`config.mk`:
```
export PLATFORM = sky130hd
export DESIGN_NAME = lt24_frame_streamer
export DESIGN_NICKNAME = d
export VERILOG_FILES = /design/src/rtl/lt24_pkg.sv /design/src/rtl/lt24_pixel_counter.sv /design/src/rtl/lt24_frame_streamer.sv
export SDC_FILE = /design/constraint.sdc
export NUM_CORES = 1
export LEC_CHECK = 0
export ABC_CLOCK_PERIOD_IN_PS = 2600
export CAP_MARGIN = 20
export CELL_PAD_IN_SITES_DETAIL_PLACEMENT = 1
export CELL_PAD_IN_SITES_GLOBAL_PLACEMENT = 1
export CORE_ASPECT_RATIO = 2
export CORE_MARGIN = 8
export CORE_UTILIZATION = 35
export DETAILED_ROUTE_END_ITERATION = 6
export PLACE_DENSITY_LB_ADDON = 0.12
export SLEW_MARGIN = 30
export SYNTH_ARGS = -nofsm -noshare
export SYNTH_HDL_FRONTEND = slang
export SYNTH_SLANG_ARGS = --single-unit
```
`constraint.sdc`:
```
create_clock -name clk -period 2.6 [get_ports clk]
set_input_delay 0.52 -clock clk [delete_from_list [all_inputs] [get_ports clk]]
set_output_delay 0.52 -clock clk [all_outputs]
set_load 0.02 [all_outputs]
```
`src/rtl/lt24_pkg.sv`:
```
// Shared LT24 definitions: default panel geometry, RGB565 width and the
// frame-streamer FSM state encoding.
package lt24_pkg;

  localparam int H_RES_DEF = 320;
  localparam int V_RES_DEF = 240;
  localparam int RGB565_W  = 16;

  typedef enum logic [2:0] {
    ST_IDLE      = 3'd0,
    ST_WAIT_INIT = 3'd1,
    ST_PREFETCH  = 3'd2,
    ST_LOAD      = 3'd3,
    ST_SEND_A    = 3'd4,
    ST_SEND_B    = 3'd5,
    ST_DONE      = 3'd6
  } state_t;

endpackage

```
`src/rtl/lt24_pixel_counter.sv`:
```
// Linear pixel index with terminal-count flag for the LT24 frame streamer.
module lt24_pixel_counter #(
  parameter int ADDR_W   = 17,
  parameter int LAST_IDX = 76799
) (
  input  logic              clk,
  input  logic              reset,
  input  logic              en,
  input  logic              clr,
  input  logic              inc,
  output logic [ADDR_W-1:0] count,
  output logic              last
);

  localparam logic [ADDR_W-1:0] LAST_C = ADDR_W'(LAST_IDX);
  localparam logic [ADDR_W-1:0] ONE_C  = ADDR_W'(1);

  // Index register: clear has priority over increment, both gated by en.
  always_ff @(posedge clk) begin
    if (reset) begin
      count <= {ADDR_W{1'b0}};
    end else if (en && clr) begin
      count <= {ADDR_W{1'b0}};
    end else if (en && inc) begin
      count <= count + ONE_C;
    end
  end

  assign last = (count == LAST_C);

endmodule

```
`src/rtl/lt24_frame_streamer.sv`:
```
// Streams one RGB565 framebuffer (row-major) to the LT24 LCD driver, one pixel
// per two enabled cycles. Define LT24_STREAMER_CONTINUOUS_EN for back-to-back frames.
module lt24_frame_streamer
  import lt24_pkg::*;
#(
  parameter int H_RES  = H_RES_DEF,
  parameter int V_RES  = V_RES_DEF,
  parameter int ADDR_W = 17
) (
  input  logic                clk,
  input  logic                reset,
  input  logic                en,
  input  logic                initialized,
  input  logic                start,
  output logic [ADDR_W-1:0]   fb_addr,
  input  logic [RGB565_W-1:0] fb_rdata,
  output logic [RGB565_W-1:0] pixel_rgb,
  output logic                print,
  output logic                busy,
  output logic                frame_done
);

  localparam int              NPIX   = H_RES * V_RES;
  localparam logic [ADDR_W:0] LAST_X = (ADDR_W + 1)'(NPIX - 1);
  localparam logic [ADDR_W:0] ONE_X  = (ADDR_W + 1)'(1);
  localparam logic [ADDR_W:0] TWO_X  = (ADDR_W + 1)'(2);

  state_t            state_r;
  logic [ADDR_W-1:0] count_s;
  logic              last_s;
  logic              clr_s;
  logic              inc_s;
  logic              start_s;
  logic [ADDR_W-1:0] addr_a_s;
  logic [ADDR_W-1:0] addr_b_s;

  // Prefetch addresses saturate at the last pixel so fb_addr never leaves the frame.
  function automatic logic [ADDR_W-1:0] cap_addr(input logic [ADDR_W:0] a);
    logic [ADDR_W-1:0] r;
    if (a > LAST_X) begin
      r = LAST_X[ADDR_W-1:0];
    end else begin
      r = a[ADDR_W-1:0];
    end
    return r;
  endfunction

`ifdef LT24_STREAMER_CONTINUOUS_EN
  logic unused_start_s;
  assign unused_start_s = start;
  assign start_s        = 1'b1;
`else
  assign start_s = start;
`endif

  assign clr_s    = (state_r == ST_PREFETCH);
  assign inc_s    = (state_r == ST_SEND_B) && initialized && !last_s;
  assign addr_a_s = cap_addr({1'b0, count_s} + ONE_X);
  assign addr_b_s = cap_addr({1'b0, count_s} + TWO_X);

  lt24_pixel_counter #(
    .ADDR_W   (ADDR_W),
    .LAST_IDX (NPIX - 1)
  ) u_pixel_counter (
    .clk   (clk),
    .reset (reset),
    .en    (en),
    .clr   (clr_s),
    .inc   (inc_s),
    .count (count_s),
    .last  (last_s)
  );

  // Frame sequencer; every output is a register updated only on enabled cycles.
  always_ff @(posedge clk) begin
    if (reset) begin
      state_r    <= ST_IDLE;
      fb_addr    <= {ADDR_W{1'b0}};
      pixel_rgb  <= {RGB565_W{1'b0}};
      print      <= 1'b0;
      busy       <= 1'b0;
      frame_done <= 1'b0;
    end else if (en) begin
      case (state_r)
        ST_IDLE: begin
          frame_done <= 1'b0;
          if (start_s) begin
            busy    <= 1'b1;
            state_r <= ST_WAIT_INIT;
          end
        end
        ST_WAIT_INIT: begin
          if (initialized) begin
            fb_addr <= {ADDR_W{1'b0}};
            state_r <= ST_PREFETCH;
          end
        end
        ST_PREFETCH: begin
          fb_addr <= {ADDR_W{1'b0}};
          state_r <= ST_LOAD;
        end
        ST_LOAD: begin
          pixel_rgb <= fb_rdata;
          fb_addr   <= addr_a_s;
          print     <= 1'b1;
          state_r   <= ST_SEND_A;
        end
        ST_SEND_A: begin
          if (!initialized) begin
            print   <= 1'b0;
            state_r <= ST_WAIT_INIT;
          end else begin
            state_r <= ST_SEND_B;
          end
        end
        // fb_rdata here already holds the next pixel, prefetched during SEND_A.
        ST_SEND_B: begin
          if (!initialized) begin
            print   <= 1'b0;
            state_r <= ST_WAIT_INIT;
          end else if (last_s) begin
            print      <= 1'b0;
            frame_done <= 1'b1;
            state_r    <= ST_DONE;
          end else begin
            pixel_rgb <= fb_rdata;
            fb_addr   <= addr_b_s;
            state_r   <= ST_SEND_A;
          end
        end
        ST_DONE: begin
          frame_done <= 1'b0;
          busy       <= 1'b0;
          state_r    <= ST_IDLE;
        end
        default: begin
          print      <= 1'b0;
          busy       <= 1'b0;
          frame_done <= 1'b0;
          state_r    <= ST_IDLE;
        end
      endcase
    end
  end

endmodule
```
==> impl_metrics.py <==
metrics = {
    "synthesis": {
        "synthTopCellsByArea": "dfxtp_1 34%, nor2_1 5.9%, mux2i_1 5.1%, xnor2_1 4.5%, xor2_1 4.5%",
        "synthFlopType": "dfxtp_1",
        "synthDistinctLibCells": 65,
        "synth-edff-count": 0,
        "syn_area_um2": 3320,
        "synth_top_area_share_pct": 33.7,
        "syn_area_per_cell_um2": 8.27,
        "synth_top_cell_by_area": "dfxtp_1",
        "synthArstFlopShare_pct": 0,
        "syn_inst": 402,
        "yosys_warnings": 0,
        "synth_seq_cells": 56,
        "synth_seq_area_share_pct": 33.7,
        "synth_nets": 428,
    },
    "pwr": {
        "clock_power_share_pct": 39.8,
        "max-vdd-ir-drop_mv": 0.249,
        "leakagePower_nw": 1.74,
        "total_power_mw": 1.75,
        "p_switching_mw": 0.431,
        "p_seq_share_pct": 50.7,
        "power.density_nw_per_um2": 393,
        "pwr-share-comb_pct": 9.4,
        "netSwitchingFraction_pct": 24.7,
        "p_int_mw": 1.31,
    },
    "flow_run": {
        "maxCapViolCount": 0,
    },
    "drt": {
        "vias": 3275,
        "first_pass_iters": 4,
        "drtIter0Drc": 135,
        "drtAntennaViolNets": 0,
        "vias_per_cell": 5.54,
        "wl_um": 11500,
        "wl_per_cell_um": 19.5,
        "drc": 0,
    },
    "die": {
        "initial_core_util_pct": 35.7,
        "pin_count": 57,
        "die_w_um": 84.9,
        "rows": 50,
        "die_h_um": 154,
        "fp.dieArea_um2": 13100,
        "core_um2": 9320,
    },
    "grt": {
        "grt_start_max_net_pins": 21,
        "grtUsageTotal_pct": 17.9,
        "grt_overflow": 0,
        "grt_pass1_vias": 3485,
        "antenna_found_initial": 0,
        "grt_first_pass_wirelength_um": 18300,
    },
    "worst_hold_path": {
        "worstHoldStart": "fb_addr[6]",
        "hold_path_class": "reg -> reg",
    },
    "sta": {
        "period_share_pct": 97.8,
        "setup_viol": 0,
        "fmax_mhz": 393,
        "timing.final.ws_setup_ns": 0.0569,
        "min_period_ns": 2.54,
        "slew_violations": 0,
        "hold_slack_ns": 0.467,
        "hold_violations": 0,
        "rsz0062_at_grt": "true",
        "tns_ns": 0,
        "slew_headroom_pct": 64.5,
        "worstMarginPinSlew_ns": 0.531,
        "fin_worst_skew_ns": 0.00945,
    },
    "clock_network": {
        "numCtsBuffers": 5,
        "cts_root_buf": "clkbuf_16",
        "cts.sink_count": 56,
        "cts_tree": "yes",
        "cts_max_path_buffers": 2,
        "htree_num_levels": 2,
        "clock_latency_ns": 0.30,
        "cts_hold_buf": 0,
        "cts.clk_slew.worst_paths_ns": 0.08,
    },
    "critical_path": {
        "startpoint": "u_pixel_counter.count[6]",
        "cp_data_required_time_ns": 2.78,
        "r2r_start": "u_pixel_counter.count[6]",
        "start_kind": "flop",
        "crit_type": "reg -> reg",
        "cp-end-kind": "flop",
        "worstPathArrival_ns": 2.73,
        "cp_max_fo": 7,
    },
    "final_layout": {
        "layout.nets": 512,
        "antenna_cells": 0,
        "layout-drive-gt1-share_pct": 19.5,
        "fin_cells": 591,
        "syn_to_final_growth_pct": 33.8,
    },
    "placement": {
        "place.port_buffers": 56,
        "preCtsSetupSlack_ns": 0.00790,
        "dp.cells": 581,
        "dp_hpwl_um": 9470,
        "globalplace.congestion": 0.950,
    },
    "run_status": {
        "status": "finished clean",
    },
}
[worst max-delay path, cell delays in order, from the launching register on]
cell and delay [ns]:
dfxtp_1 0.40, buf_4 0.17, nand4_2 0.20, or4_1 0.57
o31a_1 0.37, nor2b_4 0.17, nand3_2 0.10, and4b_1 0.26
buf_12 0.14, a21oi_2 0.05
[power groups by stage]
stage	sequential [mW]	clock (mW)	combinational [mW]
after floorplan	0.915	0	0.0671
after global placement	0.905	0	0.163
after detailed placement	0.905	0	0.166
after CTS	0.885	0.722	0.168
after global routing	0.887	0.740	0.180
final	0.885	0.695	0.165
[per-stage QoR]
stage	area, um2	utilization (%)
finish	4450	47.7
CTS	4410	47.3
global placement	4260	45.7
global route	4450	47.7
detailed placement	4260	45.7
floorplan	3320	-
[metal layers]
metal | global-route usage [%] | part of all wire (%) | vias up
met1 | 15.9 | 35 | 1563
met5 | 0 | 0 | -
li1 | - | - | 1591
met3 | 2.62 | 3.2 | 37
met2 | 35.9 | 56 | 84
met4 | 11.0 | 5.3 | 0
[sequential cells by signal, indices dropped and copies added (netlist names)]
signal                 cells
busy                       1
fb_addr                   17
frame_done                 1
pixel_rgb                 16
print                      1
state_r                    3
u_pixel_counter.count     17
[cell usage after synthesis, types with 2 or more instances]
cell / instances
dfxtp_1: 56
nor2_1: 52
nand2_1: 36
o21ai_0: 25
mux2i_1: 17
nand3_1: 17
xnor2_1: 17
xor2_1: 17
clkbuf_1: 14
nor3_1: 11
a21oi_1: 10
inv_1: 10
a21oi_2: 8
buf_4: 7
or3_1: 7
buf_2: 6
nor4_1: 6
a31oi_1: 5
ha_1: 5
nand4_1: 5
nand2b_1: 4
o211ai_1: 4
a211oi_1: 3
a31o_2: 3
and2_1: 3
and3_1: 3
and4_1: 3
a211o_1: 2
a221o_1: 2
and4b_1: 2
nand3_2: 2
nand4_4: 2
nor3b_1: 2
nor4_2: 2
o2111ai_1: 2
o21ai_1: 2
o22ai_1: 2
[kinds of logic (layout without fill, tap and decap cells)]
logic type	count (synthesis)	after routing	share of synthesized area (%)
muxes	18	18	5.57
DFF	56	56	33.7
AOI/OAI and AO/OA	82	82	17.1
buffers and inverters	40	125	5.76
xor gates and xnor gates	34	34	8.96
adders and majority gates	5	5	1.88
and+or+nand+nor	167	167	27.0
[repair_timing]
item | in CTS | in global routing
gates resized for setup | 0 | 11
hold endpoints to repair | 0 | 0
setup buffers | 0 | 2
endpoints found under the setup margin | 0 | 12
[worst paths after layout]
| check | to | slack, ns | cells after the start |
|---|---|---|---|
| setup / recovery | fb_addr[4] | 0.06 | 9 |
| hold / removal | fb_addr[6] | 0.47 | 2 |
| setup reg to reg | fb_addr[4] | 0.06 | 9 |
| hold reg to reg | fb_addr[6] | 0.47 | 2 |
[cells in the final DEF, fill, tap and decap left out, types with 3 or more instances in the layout]
| cell type | netlist | routed |
|---|---|---|
| nand3_1 | 17 | 17 |
| mux2i_1 | 17 | 17 |
| nor4_1 | 6 | 5 |
| a31o_2 | 3 | 3 |
| nand4_1 | 5 | 5 |
| nand2b_1 | 4 | 4 |
| and3_1 | 3 | 3 |
| dfxtp_1 | 56 | 50 |
| nand2_1 | 36 | 36 |
| xor2_1 | 17 | 17 |
| o21ai_0 | 25 | 24 |
| or3_1 | 7 | 7 |
| xnor2_1 | 17 | 17 |
| ha_1 | 5 | 4 |
| and4_1 | 3 | 3 |
| a31oi_1 | 5 | 5 |
| o211ai_1 | 4 | 4 |
| buf_4 | 7 | 47 |
| o21ai_1 | 2 | 3 |
| a21oi_1 | 10 | 10 |
| dfxtp_2 | 0 | 6 |
| buf_12 | 0 | 3 |
| inv_1 | 10 | 10 |
| clkbuf_16 | 0 | 5 |
| nor3_1 | 11 | 11 |
| nor4_2 | 2 | 3 |
| a21oi_2 | 8 | 8 |
| a211oi_1 | 3 | 3 |
| clkdlybuf4s50_1 | 0 | 56 |
| nor2_1 | 52 | 52 |
[final cells by class]
class | instances | area, um2
Sequential cell | 56 | 1130
Clock buffer | 6 | 129
Tap cell | 104 | 130
Multi-Input combinational cell | 306 | 2030
Fill cell | 1116 | 4870
Clock inverter | 2 | 16.3
Timing Repair Buffer | 106 | 973
Inverter | 11 | 41.3
Note: power is estimated with default switching activity, not from simulation.
